File: config.mk
export PLATFORM = sky130hd
export DESIGN_NAME = comb_seq_ctrl
export DESIGN_NICKNAME = d
export VERILOG_FILES = /design/src/rtl/comb_seq_ctrl.sv
export SDC_FILE = /design/constraint.sdc
export NUM_CORES = 1
export LEC_CHECK = 0
export ABC_AREA = 1
export CAP_MARGIN = 10
export CORE_MARGIN = 3
export CORE_UTILIZATION = 50
export CTS_BUF_LIST = sky130_fd_sc_hd__clkbuf_8
export DETAILED_ROUTE_END_ITERATION = 8
export PLACE_DENSITY = 0.74
export SKIP_LAST_GASP = 1
export SLEW_MARGIN = 20
export SYNTH_ARGS = -nofsm -noshare
export SYNTH_HDL_FRONTEND = slang
export SYNTH_SLANG_ARGS = --single-unit
File: constraint.sdc
create_clock -name clk -period 4.4 [get_ports clk]
set_clock_uncertainty 0.15 [all_clocks]
set_input_delay 0.88 -clock clk [delete_from_list [all_inputs] [get_ports clk]]
set_output_delay 0.88 -clock clk [all_outputs]
set_load 0.1 [all_outputs]
File: src/rtl/comb_seq_ctrl.sv
// Exhaustive sequencer for a 3-input combinational block: steps A/B/C through all
// eight vectors, samples Q after a settle delay and compares against an expected table.
module comb_seq_ctrl #(
  parameter int unsigned SETTLE_CYC = 2
) (
  input  logic       clk,
  input  logic       rst,
  input  logic       start,
  input  logic       abort,
  input  logic [7:0] exp_tt,
  input  logic       q,
  output logic       a,
  output logic       b,
  output logic       c,
  output logic       busy,
  output logic       done,
  output logic       pass,
  output logic [3:0] err_cnt,
  output logic [7:0] result
);

  typedef enum logic [1:0] {
    ST_IDLE,
    ST_SETTLE,
    ST_SAMPLE,
    ST_DONE
  } state_t;

  state_t     r_state;
  state_t     w_next;
  logic [2:0] r_idx;
  logic [3:0] r_cnt;
  logic [7:0] r_exp;
  logic [2:0] r_abc;
  logic       r_busy;
  logic       r_done;
  logic       r_pass;
  logic [3:0] r_err_cnt;
  logic [7:0] r_result;

  logic       w_start_ok;
  logic       w_abort;
  logic       w_last_settle;
  logic [7:0] w_result_upd;
  logic [7:0] w_diff;
  logic [3:0] w_pop;

  assign w_start_ok    = (r_state == ST_IDLE) && start && !abort;
  assign w_abort       = ((r_state == ST_SETTLE) || (r_state == ST_SAMPLE)) && abort;
  assign w_last_settle = (r_cnt == 4'(SETTLE_CYC - 1));

  // Table including the bit being sampled this cycle, so pass/err_cnt land with done.
  always_comb begin
    w_result_upd        = r_result;
    w_result_upd[r_idx] = q;
    w_diff              = w_result_upd ^ r_exp;
    w_pop               = '0;
    for (int unsigned i = 0; i < 8; i++) begin
      w_pop = w_pop + {3'b000, w_diff[i]};
    end
  end

  always_comb begin
    w_next = r_state;
    case (r_state)
      ST_IDLE:   if (w_start_ok) w_next = ST_SETTLE;
      ST_SETTLE: begin
        if (abort)              w_next = ST_IDLE;
        else if (w_last_settle) w_next = ST_SAMPLE;
      end
      ST_SAMPLE: begin
        if (abort)              w_next = ST_IDLE;
        else if (r_idx == 3'd7) w_next = ST_DONE;
        else                    w_next = ST_SETTLE;
      end
      ST_DONE:   w_next = ST_IDLE;
      default:   w_next = ST_IDLE;
    endcase
  end

  always_ff @(posedge clk or posedge rst) begin
    if (rst) r_state <= ST_IDLE;
    else     r_state <= w_next;
  end

  always_ff @(posedge clk or posedge rst) begin
    if (rst) begin
      r_idx     <= '0;
      r_cnt     <= '0;
      r_exp     <= '0;
      r_abc     <= '0;
      r_busy    <= 1'b0;
      r_done    <= 1'b0;
      r_pass    <= 1'b0;
      r_err_cnt <= '0;
      r_result  <= '0;
    end else begin
      r_done <= 1'b0;
      if (w_abort) begin
        r_busy    <= 1'b0;
        r_abc     <= '0;
        r_idx     <= '0;
        r_cnt     <= '0;
        r_pass    <= 1'b0;
        r_err_cnt <= '0;
      end else begin
        case (r_state)
          ST_IDLE: begin
            if (w_start_ok) begin
              r_exp     <= exp_tt;
              r_idx     <= '0;
              r_cnt     <= '0;
              r_abc     <= '0;
              r_result  <= '0;
              r_pass    <= 1'b0;
              r_err_cnt <= '0;
              r_busy    <= 1'b1;
            end
          end
          ST_SETTLE: r_cnt <= r_cnt + 4'd1;
          ST_SAMPLE: begin
            r_result <= w_result_upd;
            if (r_idx == 3'd7) begin
              r_done    <= 1'b1;
              r_busy    <= 1'b0;
              r_pass    <= (w_diff == 8'h00);
              r_err_cnt <= w_pop;
              r_abc     <= '0;
              r_idx     <= '0;
            end else begin
              r_idx <= r_idx + 3'd1;
              r_abc <= r_idx + 3'd1;
              r_cnt <= '0;
            end
          end
          default: ;
        endcase
      end
    end
  end

  assign {a, b, c} = r_abc;
  assign busy      = r_busy;
  assign done      = r_done;
  assign pass      = r_pass;
  assign err_cnt   = r_err_cnt;
  assign result    = r_result;

endmodule

==> impl_results.md <==
* Global Route Usage Sum at about a fifth
* Post-synth EDFFs at 0
* FMAX at between 200 and 250 MHz
* Worst Path Arrival at about 4300 ps
* Initial antenna violation count at 0
* CTS tree: yes
* Ant diodes at 0
* Relative slew slack at roughly a third
* Final HPWL DP at approximately 3400 µm
* Mapped Nets at between 200 and 300
* Final Hold Vio Count at 0
* Worst Path Class, Setup: input port to flip-flop
* Sw Pwr at 0.000973 W
* FFs w/ async S/R, synth at between 90% and 100%
* CTS max path bufs at 2
* Syn. warnings at 0
* Hold_ws at 335 ps
* Largest net degree at the start of global routing at 33
* Fin Setup TNS at 0 ps
* Reg2Reg Depth at 15
* Cts hold-fix bufs at 0
* Flop pwr share at a little under a quarter
* Register bit count reported by yosys at 32
* P per Cell Area at 752 mW/mm²
* First-pass GRT wire length at roughly 7900 µm
* Antenna viol nets, final at 0
* Crit-path max FO at 5
* Reg-to-Reg Start: r_abc[0]$_DFFE_PP0P_
* Fin nets at between 300 and 400
* Vias in the first global route at approximately 1.7k
* Clock Latency Late Sink at around 290 ps
* Synth unique cells at 35
* RSZ-0062 raised after global routing: no
* Top-area cell type share of the netlist area at 38.0%
* Hold wc startpoint: err_cnt[3]$_DFFE_PP0P_
* Worst Hold Class: flip-flop to flip-flop
* Commonest cells post-synth: nand2_1, inv_1, dfrtp_1
* Core box area at around 0.0039 mm²
* Logic gate share of total power at 64.3%
* GPL Wtd Cong at a little over 0.8
* Count leader, synth: nand2_1
* Leak at 1.24 nW
* Sw Share at around half
* Root buf cell: clkbuf_8
* Critical register-to-register path endpoint: err_cnt[2]$_DFFE_PP0P_
* Worst hold stages at 2
* Clock power share at ~12%
* CTS Sinks at 32
* Routed WL per cell at 13.9 µm
* Multi-input gate area at between 0.001 and 0.0015 mm²
* Worst path cell trace: clkdlybuf4s15_1 > a31oi_4 > xor2_2 > inv_1 > fa_1 > fa_1 > inv_1 > fa_1 > inv_1 > ha_1 > inv_1 > fa_1 > xor2_1 > o31ai_2
* Internal power at roughly 0.00094 W
* Largest area contributor in the netlist: dfrtp_1
* H-tree lvl count at 2
* Hold endpoint: err_cnt[3]$_DFFE_PP0P_
* Sequential-to-total area share from yosys stat at a little under two fifths
* Setup crit end kind: flip-flop
* Top_reg_cell synth: dfrtp_1
* Reg area at about 800 µm²
* Clock transition at path regs at about 60 ps
* Row count at 22
* Via count at between 1.5k and 2k
* Worst setup SP type: input port
* Die footprint at around 0.0050 mm²
* Synth Area per Inst at around 8.6 µm²
* Number of remaining DRC errors at 0
* DP Area at 0.00245 mm²
* Final Cell Area at between 0.002 and 0.003 mm²
* Final setup fails at 0
* Die Ht at between 70 and 80 µm
* Cell Area, Synth at about 0.0021 mm²
* DRT Wirelength at between 4000 and 5000 µm
* Max-slew violation count at 0
* FF-to-FF setup slack at between 300 and 400 ps
* DR vias/cell at about 5.2
* Crit path time final at around 4300 ps
* # port buffers at 30
* Max stage delay on crit path at roughly 530 ps
* Die W at a little over 70 µm
* Share of the core filled with cells at ~66%
* Final worst path period share at 97.2%
* Top post-synthesis cells by area: dfrtp_1, nand2_1, inv_1
* TritonRoute pass-1 iters at 4
* Layout area overhead at 20.5%
* Share of cells above drive strength 1 at 14.8%
* Maxcap violations at 0
* Crit path max-delay cell type: fa_1
* # IOs at 31
* Starting Density at between 50 and 60%
* Critical Path RT at about 4400 ps
* Number of CTS-inserted buffers at 5
* Synth Instances at about 250
* Grt ovf at 0
* Final total power at about 0.0019 W
* Slew @ Worst Pin at slightly below 1000 ps
* 1st-iter DRT viols at roughly 100
* Fill count at ~350
* Peak supply drop at 0.000587 V
* Status: finished clean
[power by group through the flow]
stage | clock network [W] | registers (W) | logic (W)
final | 0.000236 | 0.000445 | 0.00123
after global routing | 0.000260 | 0.000455 | 0.00138
after CTS | 0.000245 | 0.000444 | 0.00123
after detailed placement | 0 | 0.000448 | 0.00123
after global placement | 0 | 0.000450 | 0.00120
after floorplan | 0 | 0.000602 | 0.000824
[through the flow]
stage,setup WS (ps),cells
6_report,124,331
5_1_grt,0.0187,331
4_1_cts,147,331
3_5_place_dp,-423,323
3_3_place_gp,-334,323
2_1_floorplan,160,245
[cell families (layout without fill, tap and decap cells)]
| logic type | after synthesis | count (layout) | share of synthesized area [%] |
|---|---|---|---|
| compound gates | 36 | 36 | 12.1 |
| xor+xnor | 5 | 5 | 2.43 |
| fa+ha+maj | 15 | 15 | 10.3 |
| buf+inv | 50 | 88 | 11.6 |
| flops | 32 | 32 | 38.0 |
| mux | 2 | 2 | 1.07 |
| simple gates | 105 | 105 | 24.5 |
[timing repair]
item / in CTS / in global routing
buffers inserted: 0 / 0
gates resized for setup: 1 / 1
setup endpoints to repair: 2 / 2
hold endpoints to repair: 0 / 0
[how the worst max path moves through the flow]
stage                          startpoint                      to  slack (ps)  cells past startpoint
floorplan           result[0]$_DFFE_PP0P_  err_cnt[1]$_DFFE_PP0P_         160                     14
global placement                        q  err_cnt[1]$_DFFE_PP0P_        -330                     13
detailed placement                      q  err_cnt[2]$_DFFE_PP0P_        -420                     14
CTS                                     q  err_cnt[2]$_DFFE_PP0P_         150                     14
global route                            q  err_cnt[1]$_DFFE_PP0P_        0.02                     13
finish                                  q  err_cnt[2]$_DFFE_PP0P_         120                     14
[state kept, by name (all words and copies together), names as in the netlist]
name,count
busy,1
done,1
err_cnt,4
pass,1
r_abc,3
r_cnt,4
r_exp,8
r_state,2
result,8
[critical path: cells and delay by family]
family / cells / cell delay (ps)
compound gates: 2 / 490
buf+inv: 5 / 570
fa+ha+maj: 5 / 2050
xor+xnor: 2 / 330
[area by class of cell]
cell class                      instances  share of cell area [%]
Multi-Input combinational cell        163                    41.9
Inverter                               43                    6.65
Clock inverter                          2                   0.296
Clock buffer                            6                    3.25
Sequential cell                        32                    31.7
Tap cell                               48                    2.36
Timing Repair Buffer                   37                    13.9
[cells in the final DEF (no fill, tap or decap), types with 3 or more instances in the layout]
cell type / count
nand2_1: 53
inv_1: 40
dfrtp_1: 29
clkdlybuf4s50_1: 29
nand3_1: 22
nor2_1: 11
ha_1: 11
a21oi_1: 9
nand4_1: 9
o22ai_1: 8
o21ai_0: 8
buf_4: 7
clkbuf_8: 6
fa_1: 4
inv_2: 3
nand3_2: 3
nand2_2: 3
o31ai_2: 3
xor2_1: 3
dfrtp_2: 3
[per-layer routing]
layer	share of wire (%)	GRT usage (%)
met1	45	26.1
met2	48	31.6
met3	5.3	6.11
met4	1.5	8.77
met5	0	0
No activity file was read; power rests on OpenSTA's default activity.
